$ cat src/rtl/pixel_pkg.sv
// Shared types for the pixel stream framer and its FIFO.
// The FIFO entry carries the pixel word plus its frame-position tag.
package pixel_pkg;

    typedef enum logic {
        S_HDR = 1'b0,
        S_PIX = 1'b1
    } state_t;

    localparam int unsigned HDR_BYTES = 4;

    typedef struct packed {
        logic sof;
        logic eol;
        logic eof;
    } pix_tag_t;

    // The data field width follows CHANNELS, so the full entry struct
    // {data, sof, eol, eof} is completed inside the parameterised top.
    function automatic int unsigned pix_width(input int unsigned channels);
        return 8 * channels;
    endfunction

endpackage

$ cat src/rtl/sync_fifo.sv
// First-word fall-through synchronous FIFO with synchronous flush.
// A write while full is accepted only when a pop happens at the same edge.
module sync_fifo #(
    parameter int unsigned WIDTH = 8,
    parameter int unsigned DEPTH = 8
) (
    input  logic                     clk,
    input  logic                     rstn,
    input  logic                     flush,
    input  logic                     wr_en,
    input  logic [WIDTH-1:0]         wr_data,
    input  logic                     rd_en,
    output logic [WIDTH-1:0]         rd_data,
    output logic                     full,
    output logic                     empty,
    output logic [$clog2(DEPTH):0]   count
);

    localparam int unsigned AW = $clog2(DEPTH);
    localparam int unsigned CW = AW + 1;

    logic [WIDTH-1:0] mem [DEPTH];
    logic [AW-1:0]    wr_ptr;
    logic [AW-1:0]    rd_ptr;
    logic [CW-1:0]    cnt;
    logic             wr_ok;
    logic             rd_ok;

    assign empty = (cnt == '0);
    assign full  = (cnt == CW'(DEPTH));
    assign rd_ok = rd_en && !empty && !flush;
    assign wr_ok = wr_en && !flush && (!full || rd_ok);

    always_ff @(posedge clk or negedge rstn) begin
        if (!rstn) begin
            wr_ptr <= '0;
            rd_ptr <= '0;
            cnt    <= '0;
        end else if (flush) begin
            wr_ptr <= '0;
            rd_ptr <= '0;
            cnt    <= '0;
        end else begin
            if (wr_ok) wr_ptr <= wr_ptr + AW'(1);
            if (rd_ok) rd_ptr <= rd_ptr + AW'(1);
            cnt <= cnt + CW'(wr_ok) - CW'(rd_ok);
        end
    end

    always_ff @(posedge clk) begin
        if (wr_ok) mem[wr_ptr] <= wr_data;
    end

    assign rd_data = mem[rd_ptr];
    assign count   = cnt;

endmodule

$ cat src/rtl/pixel_stream_framer.sv
// Parses a 4-byte height/width header, assembles CHANNELS-byte pixels and
// queues them with sof/eol/eof tags behind a valid/ready FIFO.
module pixel_stream_framer
    import pixel_pkg::*;
#(
    parameter int unsigned CHANNELS   = 3,
    parameter int unsigned DIM_W      = 16,
    parameter int unsigned FIFO_DEPTH = 8
) (
    input  logic                    clk,
    input  logic                    rstn,
    input  logic [7:0]              byte_in,
    input  logic                    byte_valid,
    input  logic                    abort,
    output logic [8*CHANNELS-1:0]   pix_data,
    output logic                    pix_valid,
    input  logic                    pix_ready,
    output logic                    pix_sof,
    output logic                    pix_eol,
    output logic                    pix_eof,
    output logic [DIM_W-1:0]        height,
    output logic [DIM_W-1:0]        width,
    output logic                    hdr_valid,
    output logic                    dim_err,
    output logic                    overflow,
    output logic                    busy
);

    localparam int unsigned PIX_W = pix_width(CHANNELS);
    localparam int unsigned CNT_W = $clog2(FIFO_DEPTH) + 1;

    typedef struct packed {
        logic [PIX_W-1:0] data;
        pix_tag_t         tag;
    } fifo_entry_t;

    state_t             state_q, state_d;
    logic [1:0]         hdr_cnt;
    logic [23:0]        hdr_sr;
    logic [31:0]        hdr_word;
    logic [DIM_W-1:0]   h_new, w_new;
    logic [DIM_W-1:0]   x, y;
    logic [1:0]         ch;
    logic [PIX_W-1:0]   hold, px_word;
    logic               hdr_ok, hdr_bad, px_last;
    logic               is_sof, is_eol, is_eof;
    fifo_entry_t        wr_entry, head;
    logic               fifo_full, fifo_empty;
    logic [CNT_W-1:0]   fifo_count;

    assign hdr_word = {hdr_sr, byte_in};
    assign h_new    = DIM_W'(hdr_word[31:16]);
    assign w_new    = DIM_W'(hdr_word[15:0]);
    // Holding register is a byte shift register; truncation keeps byte 0 in the MSBs.
    assign px_word  = PIX_W'({hold, byte_in});
    assign is_sof   = (x == '0) && (y == '0);
    assign is_eol   = (x == width - DIM_W'(1));
    assign is_eof   = is_eol && (y == height - DIM_W'(1));

    always_comb begin
        state_d = state_q;
        hdr_ok  = 1'b0;
        hdr_bad = 1'b0;
        px_last = 1'b0;
        if (abort) begin
            state_d = S_HDR;
        end else if (byte_valid) begin
            unique case (state_q)
                S_HDR: begin
                    if (hdr_cnt == 2'(HDR_BYTES - 1)) begin
                        if (h_new != '0 && w_new != '0) begin
                            hdr_ok  = 1'b1;
                            state_d = S_PIX;
                        end else begin
                            hdr_bad = 1'b1;
                        end
                    end
                end
                S_PIX: begin
                    if (ch == 2'(CHANNELS - 1)) begin
                        px_last = 1'b1;
                        if (is_eof) state_d = S_HDR;
                    end
                end
                default: ;
            endcase
        end
    end

    always_ff @(posedge clk or negedge rstn) begin
        if (!rstn) state_q <= S_HDR;
        else       state_q <= state_d;
    end

    always_ff @(posedge clk or negedge rstn) begin
        if (!rstn) begin
            hdr_cnt   <= '0;
            hdr_sr    <= '0;
            x         <= '0;
            y         <= '0;
            ch        <= '0;
            hold      <= '0;
            height    <= '0;
            width     <= '0;
            hdr_valid <= 1'b0;
            dim_err   <= 1'b0;
            overflow  <= 1'b0;
        end else begin
            dim_err <= hdr_bad;
            if (hdr_ok)
                overflow <= 1'b0;
            else if (px_last && fifo_full && !pix_ready)
                overflow <= 1'b1;

            if (abort) begin
                hdr_cnt   <= '0;
                x         <= '0;
                y         <= '0;
                ch        <= '0;
                hdr_valid <= 1'b0;
            end else if (byte_valid) begin
                if (state_q == S_HDR) begin
                    hdr_sr  <= hdr_word[23:0];
                    hdr_cnt <= hdr_cnt + 2'd1;
                    if (hdr_ok) begin
                        height    <= h_new;
                        width     <= w_new;
                        hdr_valid <= 1'b1;
                        x         <= '0;
                        y         <= '0;
                        ch        <= '0;
                    end
                end else if (px_last) begin
                    ch <= '0;
                    if (is_eol) begin
                        x <= '0;
                        y <= y + DIM_W'(1);
                    end else begin
                        x <= x + DIM_W'(1);
                    end
                    if (is_eof) hdr_valid <= 1'b0;
                end else begin
                    hold <= px_word;
                    ch   <= ch + 2'd1;
                end
            end
        end
    end

    always_comb begin
        wr_entry.data    = px_word;
        wr_entry.tag.sof = is_sof;
        wr_entry.tag.eol = is_eol;
        wr_entry.tag.eof = is_eof;
    end

    sync_fifo #(
        .WIDTH($bits(fifo_entry_t)),
        .DEPTH(FIFO_DEPTH)
    ) u_fifo (
        .clk     (clk),
        .rstn    (rstn),
        .flush   (abort),
        .wr_en   (px_last),
        .wr_data (wr_entry),
        .rd_en   (pix_ready),
        .rd_data (head),
        .full    (fifo_full),
        .empty   (fifo_empty),
        .count   (fifo_count)
    );

    // Head outputs are forced to zero while empty so stale entries never leak.
    assign pix_valid = !fifo_empty;
    assign pix_data  = pix_valid ? head.data    : '0;
    assign pix_sof   = pix_valid ? head.tag.sof : 1'b0;
    assign pix_eol   = pix_valid ? head.tag.eol : 1'b0;
    assign pix_eof   = pix_valid ? head.tag.eof : 1'b0;
    assign busy      = (state_q != S_HDR) || (fifo_count != '0);

endmodule

$ cat config.mk
export PLATFORM = sky130hd
export DESIGN_NAME = pixel_stream_framer
export DESIGN_NICKNAME = d
export VERILOG_FILES = /design/src/rtl/pixel_pkg.sv /design/src/rtl/sync_fifo.sv /design/src/rtl/pixel_stream_framer.sv
export SDC_FILE = /design/constraint.sdc
export NUM_CORES = 1
export LEC_CHECK = 0
export ABC_AREA = 0
export CAP_MARGIN = 10
export CELL_PAD_IN_SITES_DETAIL_PLACEMENT = 1
export CELL_PAD_IN_SITES_GLOBAL_PLACEMENT = 2
export CORE_AREA = 2 2 182 184
export DETAILED_ROUTE_END_ITERATION = 7
export DIE_AREA = 0 0 184 186
export PLACE_DENSITY = 0.91
export SYNTH_ARGS = -nofsm -noshare
export SYNTH_HDL_FRONTEND = slang
export SYNTH_SLANG_ARGS = --single-unit
$ cat constraint.sdc
create_clock -name clk -period 6.45 [get_ports clk]
set_input_delay 1.29 -clock clk [delete_from_list [all_inputs] [get_ports clk]]
set_output_delay 1.29 -clock clk [all_outputs]
set_load 0.02 [all_outputs]
# Yosys cells after proc, flatten, opt, wreduce, memory -nomap -nowiden
# Memories as Yosys holds them, arrays and structs flattened.
# Cells that the tools add are included.
dict set report word_totals {
  reg_bits 122
  input_bits 13
  ram_bits 216
  n_memories 1
  elab_cells 129
}
dict set report classes {
  bitwise_logic 3
  addsub 10
  n_mux 57
  reduce_logical 34
  eq_ne 9
}
# memory depth word_bits rd rd_ports_with_merged_regs wr line_no
set memory_table {}
lappend memory_table {u_fifo.mem 8 27 1 0 1 sync_fifo.sv:22} ;# logic [WIDTH-1:0] mem [DEPTH];
# op count
set op_table {}
lappend op_table {{16-bit 2-to-1 mux} 11}
lappend op_table {{16-bit by 1-bit adder with 16-bit output (second input constant)} 2}
lappend op_table {{16-bit == test} 2}
lappend op_table {{16-bit zero test} 2}
lappend op_table {{16-bit nonzero test} 2}
lappend op_table {{16-bit by 1-bit subtractor with 16-bit output (second input constant)} 2}
lappend op_table {{1-bit 2-to-1 mux} 31}
lappend op_table {{24-bit 2-to-1 mux} 1}
lappend op_table {{2-bit 2-to-1 mux} 8}
lappend op_table {{4-bit AND reduction} 4}
lappend op_table {{3-bit 2-to-1 mux} 4}
lappend op_table {{1-bit logical AND} 9}
lappend op_table {{3-bit by 2-bit != test with 1-bit output (second input constant)} 3}
lappend op_table {{2-bit nonzero test} 4}
lappend op_table {{3-bit by 1-bit adder with 3-bit output (second input constant)} 2}
lappend op_table {{3-bit AND reduction} 2}
lappend op_table {{2-bit by 1-bit adder with 2-bit output (second input constant)} 2}
lappend op_table {{4-bit by 1-bit adder with 4-bit output} 1}
lappend op_table {{2-bit == test (second input constant)} 2}
lappend op_table {{4-bit == test (second input constant)} 1}
lappend op_table {{1-bit zero test} 4}
lappend op_table {{4-bit zero test} 1}
lappend op_table {{4-bit 2-to-1 mux} 1}
lappend op_table {{2-bit AND reduction} 2}
lappend op_table {{other kinds (7)} 10}

# Logic depth before layout (Yosys ltp)
dict set report logic_depth {
  word_depth 11
  depth_mapped 14
}

# Hierarchy
# From an unflattened synthesis, not the netlist that was laid out.
dict set report hier_totals {
  hier_cells 1016
  area_unflattened_um2 15343.5
}
# module cells_per_inst instances area_per_inst_um2
set by_module_without_submodules {}
lappend by_module_without_submodules {sync_fifo 400 1 8997.4}
lappend by_module_without_submodules {pixel_stream_framer 616 1 6346.1}

# Worst setup path after synthesis
# OpenSTA, ideal clock, no wires.
dict set report synth_timing {
  kind {input -> register}
  startpoint {input abort}
  endpoint {memory u_fifo.mem[0][0] in the netlist's numbering, enable pin}
  path_slack_ps 1739
  path_buffers 2
  setup_time_ps 445
  path_stages 7
  t_required_ps 6005
  t_arrival_ps 4266
  cell_sequence {clkbuf_1 nor2b_1 nand3_1 o21ba_2 clkbuf_1 nand2b_1 nor3_1}
}
dict set report synth_via {
  elab_chain_len 6
  elab_cells_between_ends 8
  classes_between {mux: 3; reduce/logical: 5}
}
# element line_no
set synth_lines {}
lappend synth_lines {{start, declared} pixel_stream_framer.sv:14} ;# input logic abort,
lappend synth_lines {{1-bit zero test} {sync_fifo.sv:31, sync_fifo.sv:32}}
lappend synth_lines {{1-bit logical AND} sync_fifo.sv:31} ;# assign rd_ok = rd_en && !empty && !flush;
lappend synth_lines {{1-bit logical OR} sync_fifo.sv:32} ;# assign wr_ok = wr_en && !flush && (!full || rd_ok);
lappend synth_lines {{1-bit logical AND (*)} sync_fifo.sv:32}
lappend synth_lines {{1-bit 2-to-1 mux (*)} sync_fifo.sv:51} ;# if (wr_ok) mem[wr_ptr] <= wr_data;
lappend synth_lines {{1-bit 2-to-1 mux (implied by the code) (*)} sync_fifo.sv:51}
lappend synth_lines {{end, declared} sync_fifo.sv:22}
# Mark *: on every way between the ends. The rest lies on a longest branch, timed or not.

# Worst setup path in the final report
dict set report layout_timing {
  startpoint {register u_fifo.rd_ptr[0]}
  endpoint {output pix_data[20]}
}
dict set report layout_via {
  elab_chain_len 2
}
# element line_no
set layout_lines {}
lappend layout_lines {{start, declared} sync_fifo.sv:24} ;# logic [AW-1:0] rd_ptr;
lappend layout_lines {{start signal, assigned} sync_fifo.sv:45} ;# if (rd_ok) rd_ptr <= rd_ptr + AW'(1);
lappend layout_lines {{memory read 8 x 27 bit} n/a}
lappend layout_lines {{24-bit 2-to-1 mux} pixel_stream_framer.sv:175} ;# assign pix_data = pix_valid ? head.data : '0;
lappend layout_lines {{end, declared} pixel_stream_framer.sv:15} ;# output logic [8*CHANNELS-1:0] pix_data,
# No other way between the ends.

==> run metrics <==
outcome=completed; post-synth top area share=0.4311; row count=66; EDFF count, synth=~220; nets@finish=~1100; R2R Path Start=height[0]; DRT antenna net count=0; Core Region=roughly 32000 sq um; die width=between 150 and 200 um; fin crit period=about 4.6 ns; Resize count post-CTS=0; Post-Syn Area=around 15000 sq um; Worst Tran Pin Value=~1.2 ns; GRT Overall Usage=0.2261; RSZ-0062 raised after global routing=false; top cells by count, synth=edfxtp_1 (216), dfrtp_1 (122), nor2_1 (85), mux2_2 (75), mux4_2 (54); Area growth syn-to-layout=15.51%; buffers plus inverters on the worst setup path=2; Mapped Cells=1011; P_leak=around 0.0061 uW; count leader, synth=edfxtp_1; Slew Viols, Final=0; Clock Path Buffers=3; top post-synthesis cells by area=edfxtp_1 (43%), dfrtp_1 (20%), mux4_2 (8.1%), mux2_2 (5.6%), mux2i_1 (2.1%); Most used DFF post-synth=edfxtp_1; Num CTS Buffers=37; Pre-antenna DRT Iters=5; # port buffers=76; Startpoint Class=register; vias in the first global route=9867; DRT iter0 DRCs=~470; GPL Wtd Cong=roughly 0.79; crit end category=primary output; Hold Path Class=reg2reg; final setup fails=0; Routed WL per cell=24.19 um; post-DP HPWL=~24 mm; fmax=216.1 MHz; Maximum Capacitance Violations=0; Power Density=around 360 nW/um^2; Critical Path Max Stage Delay=between 0.9 and 1 ns; sequential area share after synthesis=0.6340; worst skew pair latency=0.52 ns; flop2flop setup slack=around 2.4 ns; post-route cell area=around 17000 sq um; Crit. Startpoint=u_fifo.rd_ptr[0]; Via Count=about 9000; # DRC=0; Worst Skew=roughly 0.017 ns; I/O pin count=between 70 and 80; H-tree levels=2; die area=34220 sq um; Final Hold Viols=0; CP required=just over 5 ns; Worst slew margin=0.2024; flops & latches, synth=about 340; Syn Nets=between 1000 and 1500; hold_buf cts=0; arrival time at the worst endpoint=around 3.3 ns; post-synth top area cell=edfxtp_1; VDD IR-drop max=roughly 0.21 mV; CTS tree=done; GRT overflow=0; clk slew on worst S/H paths=around 0.060 ns; share of layout cells above drive strength 1=0.2066; critical path cell sequence=buf_4 > mux4_2 > mux2i_1 > nor2_1 > clkdlybuf4s50_1; critical path type=reg2out; Slowest-stage cell, CP=dfrtp_4; CTS Root Cell=clkbuf_16; Routed Wire Length=36.92 mm; Avg Cell Area, Syn=roughly 15 sq um; final cycle utilization of the critical path=0.7174; critical-path maximum fanout=37; initial antenna violation count=0; pin count of the biggest net entering global routing=between 60 and 70; ys async rst share=0.3609; DR vias/cell=5.903; Starting Density=0.4672; Die H=approximately 190 um; Placed Area=~16000 sq um; setup tns final=0 ns; largest delay contributor family on the critical path=buffers and inverters; n_diodes=0; first-pass GRT wire length=roughly 58 mm; total setup buffers inserted after CTS=0; Hold Startpoint=ch[0]; clk sinks=338; Netlist cell types=just over 70; Synth Warn #=0
final timing paths:
check / to / cells after the start
max: pix_data[20] / 5
min: ch[0] / 1
max reg2reg: u_fifo.mem[7][0] / 9
min reg2reg: ch[0] / 1
max in group asynchronous: x[14] / 2
min in group asynchronous: hdr_sr[23] / 1
where the power goes:
part | internal [uW] | leakage, uW | switching (uW)
clock | 1170 | 0.000548 | 836
combinational | 814 | 0.00208 | 843
sequential | 2410 | 0.00348 | 237
total | 4390 | 0.00610 | 1920
cell families after synthesis:
kind of cell               after synthesis  synth area share
adders and majority gates               17           0.01463
muxes                                  161            0.1582
DFF                                    338            0.6340
xor gates and xnor gates                61           0.03551
and+or+nand+nor                        274           0.09845
buffers and inverters                   78           0.02162
AOI/OAI and AO/OA                       82           0.03759
worst register-to-register path, delay by kind of cell (launching register included):
kind,cells,cell delay [ns]
fa+ha+maj,1,0.41
flops,1,0.44
compound gates,2,0.44
xor+xnor,1,0.20
buf+inv,1,0.09
simple gates,4,2.10
layer usage:
layer,up-vias,global-route usage,part of all wire
li1,4010,-,-
met1,4743,0.2856,0.41
met2,189,0.4075,0.52
met3,66,0.03561,0.041
met4,0,0.05824,0.021
met5,-,0,0
through the flow:
step	cells	setup slack [ns]	utilization	power (uW)	hold WS, ns
3_5_place_dp	1459	1.577	0.5046	4360	0.4494
6_report	1526	1.823	0.5397	6307	0.4568
4_1_cts	1526	1.701	0.5397	6377	0.4585
2_1_floorplan	1011	1.739	-	3705	0.4222
5_1_grt	1526	1.573	0.5397	6601	0.4929
3_3_place_gp	1459	1.798	0.5046	4297	0.4367
cell usage in the layout (no fill, tap or decap), drive strengths merged, types with 4 or more instances in the layout:
cell / Yosys / final
clkdlybuf4s50: 0 / 75
and3: 10 / 10
clkinv: 0 / 9
a21oi: 22 / 22
a31oi: 5 / 5
nor4: 21 / 21
mux2: 75 / 75
nand4b: 5 / 5
o21a: 5 / 5
o21ai: 17 / 17
nor3b: 6 / 6
nand2b: 6 / 6
or4: 10 / 10
nand3: 23 / 23
and4: 5 / 5
dfrtp: 122 / 122
or3: 14 / 14
nor3: 14 / 14
ha: 16 / 16
mux4: 54 / 54
clkbuf: 40 / 53
buf: 13 / 18
nor2b: 8 / 8
inv: 25 / 27
nor2: 85 / 85
o211ai: 4 / 4
xor2: 25 / 25
xnor2: 36 / 36
edfxtp: 216 / 216
nand2: 37 / 37
nand4: 13 / 13
mux2i: 32 / 32
flip-flops by register name, indices dropped and copies added, names as in the netlist, 2 cells and up:
signal	cells
u_fifo.mem	216
hdr_sr	24
height	16
hold	16
width	16
x	16
y	16
u_fifo.count	4
u_fifo.rd_ptr	3
u_fifo.wr_ptr	3
ch	2
hdr_cnt	2
area by class of cell:
| cell class | instances | area (sq um) |
|---|---|---|
| clock inverters | 14 | 123.9 |
| well taps | 408 | 510.5 |
| fillers | 3050 | 14830 |
| multi-input cells | 595 | 5215 |
| clock buffers | 53 | 1006 |
| inverters | 25 | 93.84 |
| flip-flops and latches | 338 | 9545 |
| repair buffers | 93 | 885.9 |
Note: power is estimated with default switching activity, not from simulation.
